### src/rtl/pbit_marginal_accumulator_if.sv
// Control and result-stream bundle for the p-bit marginal accumulator.
// The slave side is the accumulator; the master side is the sequencer plus the host readout.
interface pbit_marginal_accumulator_if #(
    parameter int NUM_PBITS = 9,
    parameter int CNT_W     = 16,
    parameter int IDX_W     = (NUM_PBITS > 1) ? $clog2(NUM_PBITS) : 1
);
    logic                 start;
    logic [CNT_W-1:0]     num_samples;
    logic                 sample_stb;
    logic [NUM_PBITS-1:0] pbits;
    logic                 res_valid;
    logic                 res_ready;
    logic [CNT_W-1:0]     res_data;
    logic [IDX_W-1:0]     res_idx;
    logic                 res_last;
    logic                 busy;
    logic                 done;

    // Result stream: a word transfers on any rising edge where res_valid && res_ready.
    // Once res_valid is raised, it and res_data/res_idx/res_last hold until that transfer.
    modport slave (
        input  start, num_samples, sample_stb, pbits, res_ready,
        output res_valid, res_data, res_idx, res_last, busy, done
    );

    modport master (
        output start, num_samples, sample_stb, pbits, res_ready,
        input  res_valid, res_data, res_idx, res_last, busy, done
    );
endinterface

### src/rtl/pbit_marginal_accumulator.sv
// Counts, per p-bit, the sweeps with m_i = 1 over a run of N samples after a burn-in,
// then streams the per-bit counts out one word per accepted handshake.
module pbit_marginal_accumulator #(
    parameter int NUM_PBITS = 9,
    parameter int CNT_W     = 16,
    parameter int BURN_IN   = 4
) (
    input  logic                      clk,
    input  logic                      reset,
    pbit_marginal_accumulator_if.slave bus,
    output logic [1:0]                dbg_state
);
    localparam int IDX_W = (NUM_PBITS > 1) ? $clog2(NUM_PBITS) : 1;
    localparam logic [IDX_W-1:0] LAST_IDX = IDX_W'(NUM_PBITS - 1);
    localparam logic [CNT_W-1:0] BURN_LIM = CNT_W'(BURN_IN);

    typedef enum logic [1:0] {
        IDLE  = 2'd0,
        BURN  = 2'd1,
        ACCUM = 2'd2,
        DRAIN = 2'd3
    } state_t;

    state_t           state;
    logic [CNT_W-1:0] count     [NUM_PBITS];
    logic [CNT_W-1:0] count_nxt [NUM_PBITS];
    logic [CNT_W-1:0] n_lat;
    logic [CNT_W-1:0] sample_cnt;
    logic [CNT_W-1:0] burn_cnt;
    logic             res_valid;
    logic [CNT_W-1:0] res_data;
    logic [IDX_W-1:0] res_idx;
    logic [IDX_W-1:0] idx_nxt;
    logic             res_last;
    logic             busy;
    logic             done;

    // Saturating add keeps a marginal pinned at full scale rather than wrapping to zero.
    always_comb begin
        for (int i = 0; i < NUM_PBITS; i++) begin
            count_nxt[i] = count[i];
            if (bus.pbits[i] && (count[i] != '1)) begin
                count_nxt[i] = count[i] + CNT_W'(1);
            end
        end
    end

    assign idx_nxt = res_idx + IDX_W'(1);

    always_ff @(posedge clk) begin
        if (reset) begin
            state      <= IDLE;
            for (int i = 0; i < NUM_PBITS; i++) begin
                count[i] <= '0;
            end
            n_lat      <= '0;
            sample_cnt <= '0;
            burn_cnt   <= '0;
            res_valid  <= 1'b0;
            res_data   <= '0;
            res_idx    <= '0;
            res_last   <= 1'b0;
            busy       <= 1'b0;
            done       <= 1'b0;
        end else begin
            done <= 1'b0;
            case (state)
                IDLE: begin
                    if (bus.start) begin
                        n_lat      <= bus.num_samples;
                        sample_cnt <= '0;
                        burn_cnt   <= '0;
                        busy       <= 1'b1;
                        for (int i = 0; i < NUM_PBITS; i++) begin
                            count[i] <= '0;
                        end
                        if (bus.num_samples == '0) begin
                            state     <= DRAIN;
                            res_valid <= 1'b1;
                            res_data  <= '0;
                            res_idx   <= '0;
                            res_last  <= (LAST_IDX == '0);
                        end else if (BURN_IN > 0) begin
                            state <= BURN;
                        end else begin
                            state <= ACCUM;
                        end
                    end
                end
                BURN: begin
                    if (bus.sample_stb) begin
                        burn_cnt <= burn_cnt + CNT_W'(1);
                        if (burn_cnt + CNT_W'(1) == BURN_LIM) begin
                            state <= ACCUM;
                        end
                    end
                end
                ACCUM: begin
                    if (bus.sample_stb) begin
                        count      <= count_nxt;
                        sample_cnt <= sample_cnt + CNT_W'(1);
                        // The completing strobe also loads word 0 so it appears one cycle later.
                        if (sample_cnt + CNT_W'(1) == n_lat) begin
                            state     <= DRAIN;
                            res_valid <= 1'b1;
                            res_data  <= count_nxt[0];
                            res_idx   <= '0;
                            res_last  <= (LAST_IDX == '0);
                        end
                    end
                end
                DRAIN: begin
                    if (bus.res_ready) begin
                        if (res_last) begin
                            state     <= IDLE;
                            res_valid <= 1'b0;
                            res_data  <= '0;
                            res_idx   <= '0;
                            res_last  <= 1'b0;
                            busy      <= 1'b0;
                            done      <= 1'b1;
                        end else begin
                            res_idx  <= idx_nxt;
                            res_data <= count[idx_nxt];
                            res_last <= (idx_nxt == LAST_IDX);
                        end
                    end
                end
                default: state <= IDLE;
            endcase
        end
    end

    assign bus.res_valid = res_valid;
    assign bus.res_data  = res_data;
    assign bus.res_idx   = res_idx;
    assign bus.res_last  = res_last;
    assign bus.busy      = busy;
    assign bus.done      = done;
    assign dbg_state     = state;
endmodule
### src/flat_wrapper.sv
// flat-port wrapper written by rule: the top's interface ports become plain ports
module pbit_marginal_accumulator_flat 
#(
    parameter int NUM_PBITS = 9,
    parameter int CNT_W     = 16,
    parameter int BURN_IN   = 4
)
  (clk, reset, dbg_state, bus_start, bus_num_samples, bus_sample_stb, bus_pbits, bus_res_ready, bus_res_valid, bus_res_data, bus_res_idx, bus_res_last, bus_busy, bus_done);
  pbit_marginal_accumulator_if #(.NUM_PBITS(NUM_PBITS), .CNT_W(CNT_W)) bus_i ();
  input  logic clk;
  input  logic reset;
  output logic [1:0] dbg_state;
  input wire logic [$bits(bus_i.start)-1:0] bus_start;
  input wire logic [$bits(bus_i.num_samples)-1:0] bus_num_samples;
  input wire logic [$bits(bus_i.sample_stb)-1:0] bus_sample_stb;
  input wire logic [$bits(bus_i.pbits)-1:0] bus_pbits;
  input wire logic [$bits(bus_i.res_ready)-1:0] bus_res_ready;
  output wire logic [$bits(bus_i.res_valid)-1:0] bus_res_valid;
  output wire logic [$bits(bus_i.res_data)-1:0] bus_res_data;
  output wire logic [$bits(bus_i.res_idx)-1:0] bus_res_idx;
  output wire logic [$bits(bus_i.res_last)-1:0] bus_res_last;
  output wire logic [$bits(bus_i.busy)-1:0] bus_busy;
  output wire logic [$bits(bus_i.done)-1:0] bus_done;
  assign bus_i.start = bus_start;
  assign bus_i.num_samples = bus_num_samples;
  assign bus_i.sample_stb = bus_sample_stb;
  assign bus_i.pbits = bus_pbits;
  assign bus_i.res_ready = bus_res_ready;
  assign bus_res_valid = bus_i.res_valid;
  assign bus_res_data = bus_i.res_data;
  assign bus_res_idx = bus_i.res_idx;
  assign bus_res_last = bus_i.res_last;
  assign bus_busy = bus_i.busy;
  assign bus_done = bus_i.done;
  pbit_marginal_accumulator #(.NUM_PBITS(NUM_PBITS), .CNT_W(CNT_W), .BURN_IN(BURN_IN)) u_core (.clk(clk), .reset(reset), .bus(bus_i), .dbg_state(dbg_state));
endmodule
### config.mk
export PLATFORM = sky130hd
export DESIGN_NAME = pbit_marginal_accumulator_flat
export DESIGN_NICKNAME = d
export VERILOG_FILES = /design/src/rtl/pbit_marginal_accumulator_if.sv /design/src/rtl/pbit_marginal_accumulator.sv /design/src/flat_wrapper.sv
export SDC_FILE = /design/constraint.sdc
export NUM_CORES = 1
export LEC_CHECK = 0
export CAP_MARGIN = 20
export CORE_MARGIN = 4
export CORE_UTILIZATION = 55
export DETAILED_ROUTE_END_ITERATION = 10
export GPL_TIMING_DRIVEN = 0
export PLACE_DENSITY_LB_ADDON = 0.15
export SETUP_SLACK_MARGIN = 0.15
export SLEW_MARGIN = 20
export SYNTH_ARGS = -nofsm -noshare
export SYNTH_HDL_FRONTEND = slang
export SYNTH_SLANG_ARGS = --single-unit
export TNS_END_PERCENT = 5
### constraint.sdc
create_clock -name clk -period 2.8 [get_ports clk]
set_input_delay 0.28 -clock clk [delete_from_list [all_inputs] [get_ports clk]]
set_output_delay 0.28 -clock clk [all_outputs]
set_load 0.02 [all_outputs]
==> results of run 1 <==
==> critical path, stage by stage (launching register included) <==
cell and delay (ns):
dfxtp_2 0.32, buf_6 0.09, nand4_4 0.12, or3_4 0.43, xnor2_1 0.16, a2111o_1 0.44, o41a_1 0.52, or4_1 0.44
a21oi_1 0.16
==> layout by cell type, fill, tap and decap left out, drive strengths merged, types with 4 or more instances in the layout <==
cell,n
a2111oi,5
a211o,4
a211oi,18
a21oi,133
a22oi,13
a2bb2oi,5
a31oi,5
a41oi,8
and2,14
and3,11
and4,13
buf,47
clkbuf,99
clkdlybuf4s50,54
clkinv,9
dfxtp,218
ha,18
inv,59
mux2i,17
mux4,32
nand2,187
nand3,68
nand3b,5
nand4,30
nor2,202
nor3,71
nor4,35
o211ai,4
o21ai,66
or2,8
or3,32
xnor2,100
xor2,32
==> Yosys cell counts, types with 13 or more instances <==
master,count,area (sq um)
dfxtp_1,218,4364
nor2_1,202,758.2
nand2_1,187,701.9
a21oi_1,133,665.6
xnor2_1,100,875.8
clkbuf_1,71,266.5
nor3_1,71,355.3
nand3_1,68,340.3
o21ai_0,64,320.3
inv_1,57,214.0
nor4_1,34,212.7
mux4_2,32,720.7
or3_1,32,200.2
xor2_1,32,280.3
nand4_1,28,175.2
a211oi_1,18,135.1
ha_1,18,225.2
mux2i_1,17,170.2
and2_1,14,87.58
a22oi_1,13,97.59
and4_1,13,113.9
==> what timing repair did <==
item | in CTS | in global routing
buffers inserted | 13 | 9
endpoints found under the setup margin | 189 | 187
pin swaps | 15 | 10
gates resized for setup | 65 | 97
cloned | 0 | 1
==> area by class of cell <==
cell class	instances	area, sq um
inverter	59	222.7
clock buffer	33	675.6
fill	1810	7193
clock inverter	13	152.6
timing repair buffer	77	758.2
multi-input combinational	1171	7557
sequential	218	4384
tap	280	350.3
buffer	90	461.7
==> power by group <==
| part | total [mW] | internal, mW | switching [mW] |
|---|---|---|---|
| sequential | 3.42 | 3.29 | 0.137 |
| combinational | 3.27 | 1.08 | 2.19 |
| clock | 3.32 | 1.98 | 1.34 |
==> per-layer routing <==
| layer | global-route usage (%) | up-vias |
|---|---|---|
| li1 | - | 5621 |
| met4 | 7.975 | 0 |
| met5 | 0 | - |
| met3 | 7.246 | 77 |
| met1 | 40.95 | 5601 |
| met2 | 44.01 | 468 |
==> flip-flops by register name, indices dropped and copies added, names as in the netlist <==
name,cells
u_core.bus.busy,1
u_core.sample_cnt,16
u_core.burn_cnt,16
u_core.bus.done,1
u_core.bus.res_idx,4
u_core.n_lat,16
u_core.count,144
u_core.bus.res_last,1
u_core.bus.res_data,16
u_core.dbg_state,2
u_core.bus.res_valid,1
==> cells by family (layout without fill, tap and decap cells) <==
kind of cell	after synthesis	count (layout)
XOR/XNOR	132	132
AND/OR/NAND/NOR	690	690
flip-flops	218	218
AO/OA/AOI/OAI	280	280
multiplexers	51	51
buffers and inverters	149	272
adder cells (fa/ha/maj)	18	18
==> path summary, 6_finish.rpt <==
kind                              from                     to  slack [ns]  cells past startpoint
setup reg to reg  u_core.sample_cnt[3]  u_core.bus.res_idx[0]        0.03                      8
setup / recovery  u_core.sample_cnt[3]  u_core.bus.res_idx[0]        0.03                      8
hold / removal                   reset    u_core.dbg_state[0]        0.26                      3
hold reg to reg        u_core.n_lat[7]        u_core.n_lat[7]        0.47                      2
==> stage by stage <==
stage	hold WS (ns)	total power, mW	instance area (sq um)	TNS, ns
after global routing	0.2834	10.50	14560	-0.03988
after CTS	0.2329	9.855	14230	0
after global placement	0.4557	6.292	13040	-69.05
final	0.2572	10.01	14560	0
after floorplan	0.4160	5.283	12140	0
after detailed placement	0.4636	6.336	13040	-77.52
==> reports/metrics.cfg, run 1 <==
[place]
placed_cells = 1872
dp_hpwl_mm = 26.39
place.gp.congestion = 0.9587
port_buffers = 54
dpl_worst_slack_ns = -0.7346

[setup_path]
worstSetupPathType = flop to flop
worstPathArrival_ns = 3.21
cp_max_fo = 7
start_kind = flop
cp.required_ns = 3.24
critPathCaptureType = flop

[synth]
yosys_register_bits = 218
synth-edff-count = 0
synthAdderAreaFrac_pct = 1.857
syn_nets = 1586
synth_top_family_by_area = simple AND/OR/NAND/NOR gates
netlist_area_sq_um = 12130
synth_area_per_cell_sq_um = 7.885
yosys_warnings = 0
ys.flop_type = dfxtp_1
synthCells = 1538
seq_area_frac_synth_pct = 35.98
synth_cell_types = 59
synth_compound_area_share_pct = 13.59
synthMuxAreaShare_pct = 7.531
async_reset_ff_share_pct = 0
synth-simple-area-share_pct = 26.76
synth-xor-area-share_pct = 9.533

[global_routing]
overflow = 0
grt_pass1_wl_mm = 56.75
track_usage_pct = 28.88
grt_antenna_before_repair = 0
grt_max_degree = 14
grt_pass1_vias = 10644

[timing]
fin_ws_ns = 0.03006
grt_setup_unrepaired = yes
min_period_over_period_pct = 98.93
fin_skew_ns = 0.02030
timing_hold_violations_final = 0
slew_headroom_pct = 50.53
maxSlewViolCount = 0
max_freq_mhz = 361.0
fin_crit_ns = 2.770
worst_pin_slew_ns = 0.7233
finalSetupViolations = 0

[routing]
avgViaCountPerCell = 6.062
dr.max_layer_used = met4
wl_per_cell_um = 18.67
wl_met1_mm = 15.81
ant_nets = 0
dr.pass1.iters = 7
via_count = 11767
wl_met2_mm = 15.90
drcViolationCount = 0
drt-initial-drc-count = 1151
wl_met3_mm = 3.506
drt-total-wl_mm = 36.23

[power]
vdd_drop_max_uv = 484.6
p_leak_nw = 4.743
pwr_density_cell_nw_per_um2 = 687.5

[floorplanning]
initial_core_util_pct = 55.75
chipHeight_um = 156.5
die-area_sq_um = 24490
core-area_sq_um = 21760
die_w_um = 156.5
ios = 56
rows = 54

[clock_tree]
cts_sinks = 218
clk_pin_slew_ns = 0.06
postCtsHoldBufs = 0
htreeDepth = 1
worstSkewPairLatency_ns = 0.53
cts_root_buffer = clkbuf_16
cts_tree = yes
max-clock-path-buffers = 3
cts_inserted_buffers = 25

[cells_and_area]
nNetsFinal = 1690
layout-area-overhead-vs-synth_pct = 20.08
drive_above_1_share_pct = 12.52
final_util_pct = 66.94
antenna_cells = 0
stdcell_count = 1941

[hold_path]
hp-class = input pin to flop

[run]
maxCapViolations = 0

[run_status]
run_status = complete, no violations

Power figures use the tool's default switching activity.
==> run 2: changes to the inputs <==
--- a/config.mk
+++ b/config.mk
@@ -10,9 +10,9 @@
 export CORE_UTILIZATION = 55
 export DETAILED_ROUTE_END_ITERATION = 10
 export GPL_TIMING_DRIVEN = 0
-export PLACE_DENSITY_LB_ADDON = 0.15
+export PLACE_DENSITY = 0.8
 export SETUP_SLACK_MARGIN = 0.15
-export SLEW_MARGIN = 20
+export SLEW_MARGIN = 10
 export SYNTH_ARGS = -nofsm -noshare
 export SYNTH_HDL_FRONTEND = slang
 export SYNTH_SLANG_ARGS = --single-unit
==> reports/metrics.cfg, run 2 (synthesized netlist as in run 1, its figures left out) <==
[global_routing]
overflow = 0
track_usage_pct = 28.87
grt_max_degree = 13
grt_pass1_wl_mm = 57.55
grt_antenna_before_repair = 0
grt_pass1_vias = 11108

[clock_tree]
htreeDepth = 1
max-clock-path-buffers = 3
worstSkewPairLatency_ns = 0.53
cts_sinks = 218
postCtsHoldBufs = 0
cts_tree = yes
clk_pin_slew_ns = 0.06
cts_root_buffer = clkbuf_16
cts_inserted_buffers = 24

[setup_path]
path_buf_inv = 3
crit_family = compound AO/OA/AOI/OAI gates
crit_path_top_delay_cell = o41a_1
cp_max_fo = 5
r2r_cells = 11
cp_common_cell = buf_4
rr_startpoint = u_core.sample_cnt[0]
crit_path_max_incr_delay_ns = 0.49
worstSetupPathType = flop to flop
worstPathArrival_ns = 3.19
start_kind = flop
cp.required_ns = 3.17
cp.depth = 11
worstReg2RegEnd = u_core.bus.res_data[13]
critPathCaptureType = flop
r2r_slack_ns = -0.02
path_cells = ha_4 -> buf_6 -> and3_4 -> a311oi_2 -> a31oi_1 -> a2111o_1 -> o41a_1 -> buf_4 -> nor2_4 -> buf_4 -> a311oi_1

[floorplanning]
rows = 54
initial_core_util_pct = 55.75
die-area_sq_um = 24490
chipHeight_um = 156.5
ios = 56
die_w_um = 156.5
core-area_sq_um = 21760

[hold_path]
min-delay-start = bus_num_samples[5]
min_to = u_core.n_lat[5]
min_path_cells = 3
hp-class = input pin to flop

[timing]
fin_ws_ns = -0.02131
maxSlewViolCount = 0
max_freq_mhz = 354.4
grt_setup_unrepaired = yes
fin_crit_ns = 2.821
finalSetupTns_ns = -0.02131
slew_headroom_pct = 41.07
fin_skew_ns = 0.02567
worst_pin_slew_ns = 0.8726
min_period_over_period_pct = 100.8
timing_hold_violations_final = 0
finalSetupViolations = 1

[place]
dp_hpwl_mm = 25.99
port_buffers = 54
dpl_worst_slack_ns = -0.7360
placed_area_sq_um = 13040
place.gp.congestion = 0.9714

[routing]
wl_per_cell_um = 19.08
ant_nets = 0
via_count = 12102
drt-total-wl_mm = 37.14
drt-initial-drc-count = 1376
dr.pass1.iters = 5
drcViolationCount = 0
avgViaCountPerCell = 6.216

[run_status]
violations = setup timing
run_status = complete, but fails checks

[power]
p_leak_nw = 4.710
pwr_density_cell_nw_per_um2 = 672.2
vdd_drop_max_uv = 357.8
total_power_mw = 9.780

[run]
maxCapViolations = 0

[cells_and_area]
final_cell_area_sq_um = 14550
nNetsFinal = 1699
largest_reg_flops = 144
final_cell_mix = 208 x dfxtp_1, 200 x nor2_1, 187 x nand2_1
antenna_cells = 0
drive_above_1_share_pct = 12.96
nFillCells = 1732
regMostFlops = u_core.count
layout_commonest_cell = dfxtp_1
layout-area-overhead-vs-synth_pct = 19.96

run 2: cell types whose count changed in the layout (fill, tap and decap cells not counted), sizes merged:
cell,previous run,this run
buf,47,54
clkbuf,99,106
bufinv,3,0
clkinv,9,6
inv,59,57
run 2: repair_timing:
action                     CTS  global route
setup endpoints to repair  191           182
pin swaps                   11            21
cloned                       0             1
gates resized for setup     57           110
buffers inserted            15            17
run 2: area by class of cell:
cell class	instances	area (sq um)	area share, %
Multi-Input combinational cell	1171	7550	51.89
Sequential cell	218	4384	30.13
Timing Repair Buffer	87	815.8	5.607
Clock buffer	37	719.4	4.945
Buffer	90	467.9	3.216
Tap cell	280	350.3	2.408
Inverter	59	222.7	1.531
Clock inverter	5	38.79	0.2666
run 2: worst max-delay path by stage:
stage | end | start
CTS | u_core.bus.res_idx[0] | u_core.sample_cnt[0]
global route | u_core.dbg_state[0] | u_core.burn_cnt[2]
detailed placement | u_core.count[53] | u_core.dbg_state[0]
floorplan | u_core.dbg_state[0] | u_core.burn_cnt[2]
global placement | u_core.count[53] | u_core.dbg_state[0]
finish | u_core.bus.res_data[13] | u_core.sample_cnt[0]
run 2: per-layer routing:
layer | part of all wire, % | up-vias | GRT usage [%] | wire length, um
li1 | - | 5633 | - | -
met2 | 44 | 667 | 45.13 | 16450
met3 | 11 | 119 | 5.780 | 4238
met5 | 0 | - | 0 | 0
met1 | 40 | 5683 | 40.07 | 14960
met4 | 4.0 | 0 | 9.917 | 1488
run 2: power breakdown:
part           total (mW)  switching [mW]  internal (mW)
Combinational        3.32            2.23           1.09
Clock                3.04            1.28           1.76
Sequential           3.42           0.134           3.29
Total                9.78            3.65           6.13
run 2: tightest hold or removal path: cells and delay by family:
family                 cells  cell delay [ns]
buffers and inverters      1             0.42
AO/OA/AOI/OAI              1             0.05
AND/OR/NAND/NOR            1             0.06
run 2: metrics by stage:
stage | utilization [%] | hold WS [ns] | cells
after global placement | 59.91 | 0.4589 | 1872
after detailed placement | 59.91 | 0.4622 | 1872
final | 66.87 | 0.3433 | 1947
after global routing | 66.87 | 0.3537 | 1947
after CTS | 64.92 | 0.3369 | 1929
after floorplan | - | 0.4160 | 1538
==> RTL change 1: new RTL, config.mk and constraints of run 1 <==
Put one more register stage on the output `dbg_state`, with the module's reset. The value now appears one clock later. The other outputs are not delayed to match.
--- a/src/rtl/pbit_marginal_accumulator.sv
+++ b/src/rtl/pbit_marginal_accumulator.sv
@@ -139,3 +139,9 @@
     assign bus.done      = done;
-    assign dbg_state     = state;
+    always_ff @(posedge clk) begin
+        if (reset) begin
+            dbg_state <= '0;
+        end else begin
+            dbg_state <= state;
+        end
+    end
 endmodule
Behaviour: not the same (a bounded check fails within 4 cycles, from zero or initial values and one cycle with reset high).
==> RTL change 1 against run 1 <==
  * Setup slack better by 0.034 ns
  * Hold slack better by 0.082 ns
  * Synthesized area is 1.7% lower
  * Non-clock buffer count stayed put
  * Final area is 0.60% higher
  * Sequential cell count is 2 higher
  * Total power is 9.3% lower
  * Routed wire length is 4.1% higher
==> RTL change 1: results <==
set metrics [dict create \
    outcome "completed" \
    synth-main-ff-cell "dfxtp_1" \
    port_buffers 55 \
    hpwl_um 26900 \
    antenna_found_initial 0 \
    hold_buffers 0 \
    dr.first_iter.drc_count 1157 \
    nFillCells 1694 \
    cts_buffers 25 \
    hp-start "bus_num_samples[15]" \
    synth_area_leaders "dfxtp_1, nor2_1, mux4_2" \
    largest_register "u_core.count" \
    drt_first_pass_iters 6 \
    grt_pass1_vias 10600 \
    drive_above_1_share 0.145 \
    wl_per_cell_um 19.8 \
    syn_nets 1545 \
    clock_latency_ns 0.53 \
    async_flop_share 0 \
    power.leakage_nw 5.04 \
    hold_path.class "in -> reg" \
    ir_worst_vdd_v 0.000479 \
    startpoint "u_core.sample_cnt[1]" \
    crit_fanout 7 \
    p_sw_w 0.00280 \
    regArea_um2 4420 \
    clockBufferDepth 3 \
    routabilityCongestion 1.06 \
    htree_levels 1 \
    largest_reg_flops 144 \
    placed_cell_area_um2 12800 \
    root_buffer "clkbuf_16" \
    grt_max_degree 14 \
    critPathArrivalTime_ns 3.20 \
    clkTransAtPathRegs_ns 0.06 \
    critPathMaxStageDelay_ns 0.41 \
    synth_commonest_cells "nor2_1, dfxtp_1, nand2_1, a21oi_1, xor2_1" \
    nets 1657 \
    fin_worst_skew_ns 0.00739 \
    cp_slowest_cell "or3_1" \
    slew_headroom 0.414 \
    grt_pass1_wl_um 57000 \
    yosys.cell_types.count 55 \
    critPathTopFamily "simple AND/OR/NAND/NOR gates" \
    grt_use_total 0.294 \
    vias 11800 \
    yosysSeqAreaShare 0.369 \
    synth-warning-count 0 \
]
[RTL change 1: changes by cell type after synthesis, moves of 18 or more]
cell	delta
and3_1	+19
inv_1	-18
nand2_1	-19
nand4_1	+22
nor2_1	+26
nor4_1	-20
xnor2_1	-43
xor2_1	+40
[RTL change 1: through the flow]
step,std cells,power (W),setup WS [ns]
4_1_cts,1885,0.00889,0.0557
3_5_place_dp,1827,0.00513,-0.826
3_3_place_gp,1827,0.00510,-0.735
2_1_floorplan,1497,0.00447,0.0902
5_1_grt,1903,0.00937,-0.0350
6_report,1903,0.00908,0.0638
[RTL change 1: cell families after synthesis]
family | after synthesis | synth area share
adders and majority gates | 18 | 0.0189
muxes | 40 | 0.0676
buffers and inverters | 122 | 0.0398
xor gates and xnor gates | 129 | 0.0948
and+or+nand+nor | 698 | 0.277
AOI/OAI and AO/OA | 270 | 0.132
DFF | 220 | 0.369
[RTL change 1: path summary, 6_finish.rpt]
| path | cells after the start | end | slack [ns] |
|---|---|---|---|
| setup reg to reg | 12 | u_core.bus.res_idx[0] | 0.06 |
| hold reg to reg | 2 | u_core.bus.res_data[1] | 0.47 |
| hold / removal | 3 | u_core.n_lat[15] | 0.34 |
| setup / recovery | 12 | u_core.bus.res_idx[0] | 0.06 |
[RTL change 1: power by group through the flow]
stage	Combinational, W	Sequential (W)	Clock (W)
after floorplan	0.000972	0.00350	0
after global placement	0.00167	0.00343	0
after detailed placement	0.00170	0.00343	0
after CTS	0.00185	0.00337	0.00367
after global routing	0.00219	0.00338	0.00380
final	0.00206	0.00338	0.00364
[RTL change 1: layout make-up]
| cell class | instances | area share |
|---|---|---|
| clock inverter | 11 | 0.0127 |
| timing repair buffer | 84 | 0.0541 |
| sequential | 220 | 0.302 |
| inverter | 39 | 0.00999 |
| multi-input combinational | 1156 | 0.515 |
| clock buffer | 35 | 0.0500 |
| tap | 275 | 0.0235 |
| buffer | 83 | 0.0326 |
[RTL change 1: timing repair]
action / in CTS / in global routing
setup buffers: 12 / 13
gates resized for setup: 84 / 110
setup endpoints to repair: 184 / 136
pin swaps: 22 / 27
gates cloned: 0 / 5
[RTL change 1: worst min-delay path: cells and delay by family]
family | cells | cell delay [ns]
and+or+nand+nor | 1 | 0.07
AOI/OAI and AO/OA | 1 | 0.05
buffers and inverters | 1 | 0.42
[RTL change 1: layer usage]
layer  global-route usage  up-vias  routed length [um]
met4               0.0921        0                1340
met1                0.407     5559               15500
met5                    0        -                   0
li1                     -     5524                   -
met3               0.0573      110                3630
met2                0.467      571               17200
==> RTL change 2: new RTL, settings of run 1 <==
Without the edit above. `CNT_W` is set to 16 in 3 places; all go to 32.
--- a/src/rtl/pbit_marginal_accumulator_if.sv
+++ b/src/rtl/pbit_marginal_accumulator_if.sv
@@ -4,3 +4,3 @@
     parameter int NUM_PBITS = 9,
-    parameter int CNT_W     = 16,
+    parameter int CNT_W     = 32,
     parameter int IDX_W     = (NUM_PBITS > 1) ? $clog2(NUM_PBITS) : 1
--- a/src/rtl/pbit_marginal_accumulator.sv
+++ b/src/rtl/pbit_marginal_accumulator.sv
@@ -4,3 +4,3 @@
     parameter int NUM_PBITS = 9,
-    parameter int CNT_W     = 16,
+    parameter int CNT_W     = 32,
     parameter int BURN_IN   = 4
--- a/src/flat_wrapper.sv
+++ b/src/flat_wrapper.sv
@@ -4,3 +4,3 @@
     parameter int NUM_PBITS = 9,
-    parameter int CNT_W     = 16,
+    parameter int CNT_W     = 32,
     parameter int BURN_IN   = 4
Interface: changed (resized bus_num_samples and bus_res_data); port bits go from 56 to 88. The function was not compared with the original's and may differ.
==> RTL change 2 against run 1 <==
  * The run now ends with negative setup slack left
  * Sequential power increased by 90%
  * Total power is 75% higher
  * Setup slack got worse by 0.87 ns
  * Synthesized area rose by 95%
  * Sequential cell count increased by 208
  * Routed wire length rose by 140%
  * Final area up 95%
  * Combinational power grew 28%
  * Clock skew about the same
  * Global-route usage increased by 7.4 points
  * First-iteration DRC count grew to 2.5 times the old value
==> RTL change 2: results <==
set metrics [dict create \
    synth_area_leaders "dfxtp_1, nor2_1, mux4_2" \
    worstSetupEndpoint "u_core.bus.res_data[29]" \
    dr.first_iter.drc_count 2902 \
    met3_length_um 9260 \
    hp-start "bus_num_samples[12]" \
    largest_reg_flops 288 \
    synthXorXnorAreaFrac 0.0997 \
    ir_worst_vdd_v 0.000551 \
    critPathArrivalTime_ns 4.14 \
    outcome "finished, violations left" \
    stdcell_count 3787 \
    slew_headroom 0.265 \
    synth_commonest_cells "nor2_1, dfxtp_1, nand2_1, a21oi_1, clkbuf_1" \
    yosysSeqAreaShare 0.360 \
    wl_met1_um 34000 \
    grt_use_met1 0.467 \
    grt_pass1_wl_um 132000 \
    routabilityCongestion 1.05 \
    met2_length_um 38500 \
    synthMuxAreaShare 0.0710 \
    fin_worst_skew_ns 0.0203 \
    setup_ws_ns -0.841 \
    viasPerCell 6.36 \
    violations "negative setup slack" \
    setup_viol_count_final 163 \
    drive_above_1_share 0.134 \
    grt_use_total 0.363 \
    p_sw_w 0.00564 \
    htree_levels 2 \
    power.leakage_nw 9.42 \
    r2r_cells 13 \
    pg_seq_w 0.00649 \
    hpwl_um 64900 \
]
[RTL change 2: cell types whose count changed in the layout (fill, tap and decap cells not counted), sizes merged, moves of 62 or more]
cell | run 1 | this run
xor2 | 32 | 130
nor2 | 202 | 431
clkbuf | 99 | 216
dfxtp | 218 | 426
a21oi | 133 | 265
nand2 | 187 | 356
and3 | 11 | 73
o21ai | 66 | 138
nand3 | 68 | 139
nand4 | 30 | 96
[RTL change 2: cell families (layout without fill, tap and decap cells)]
family / count (synthesis) / after routing
flops: 426 / 426
buf+inv: 241 / 451
mux: 88 / 88
xor+xnor: 270 / 270
simple gates: 1436 / 1436
compound gates: 521 / 521
fa+ha+maj: 18 / 18
[RTL change 2: area by class of cell]
class	instances	area [um2]	area share
Multi-Input combinational cell	2333	14900	0.527
Sequential cell	426	8580	0.303
Clock buffer	76	1490	0.0526
Timing Repair Buffer	119	1160	0.0410
Buffer	177	1010	0.0355
Tap cell	577	722	0.0255
Inverter	64	245	0.00865
Clock inverter	15	211	0.00746
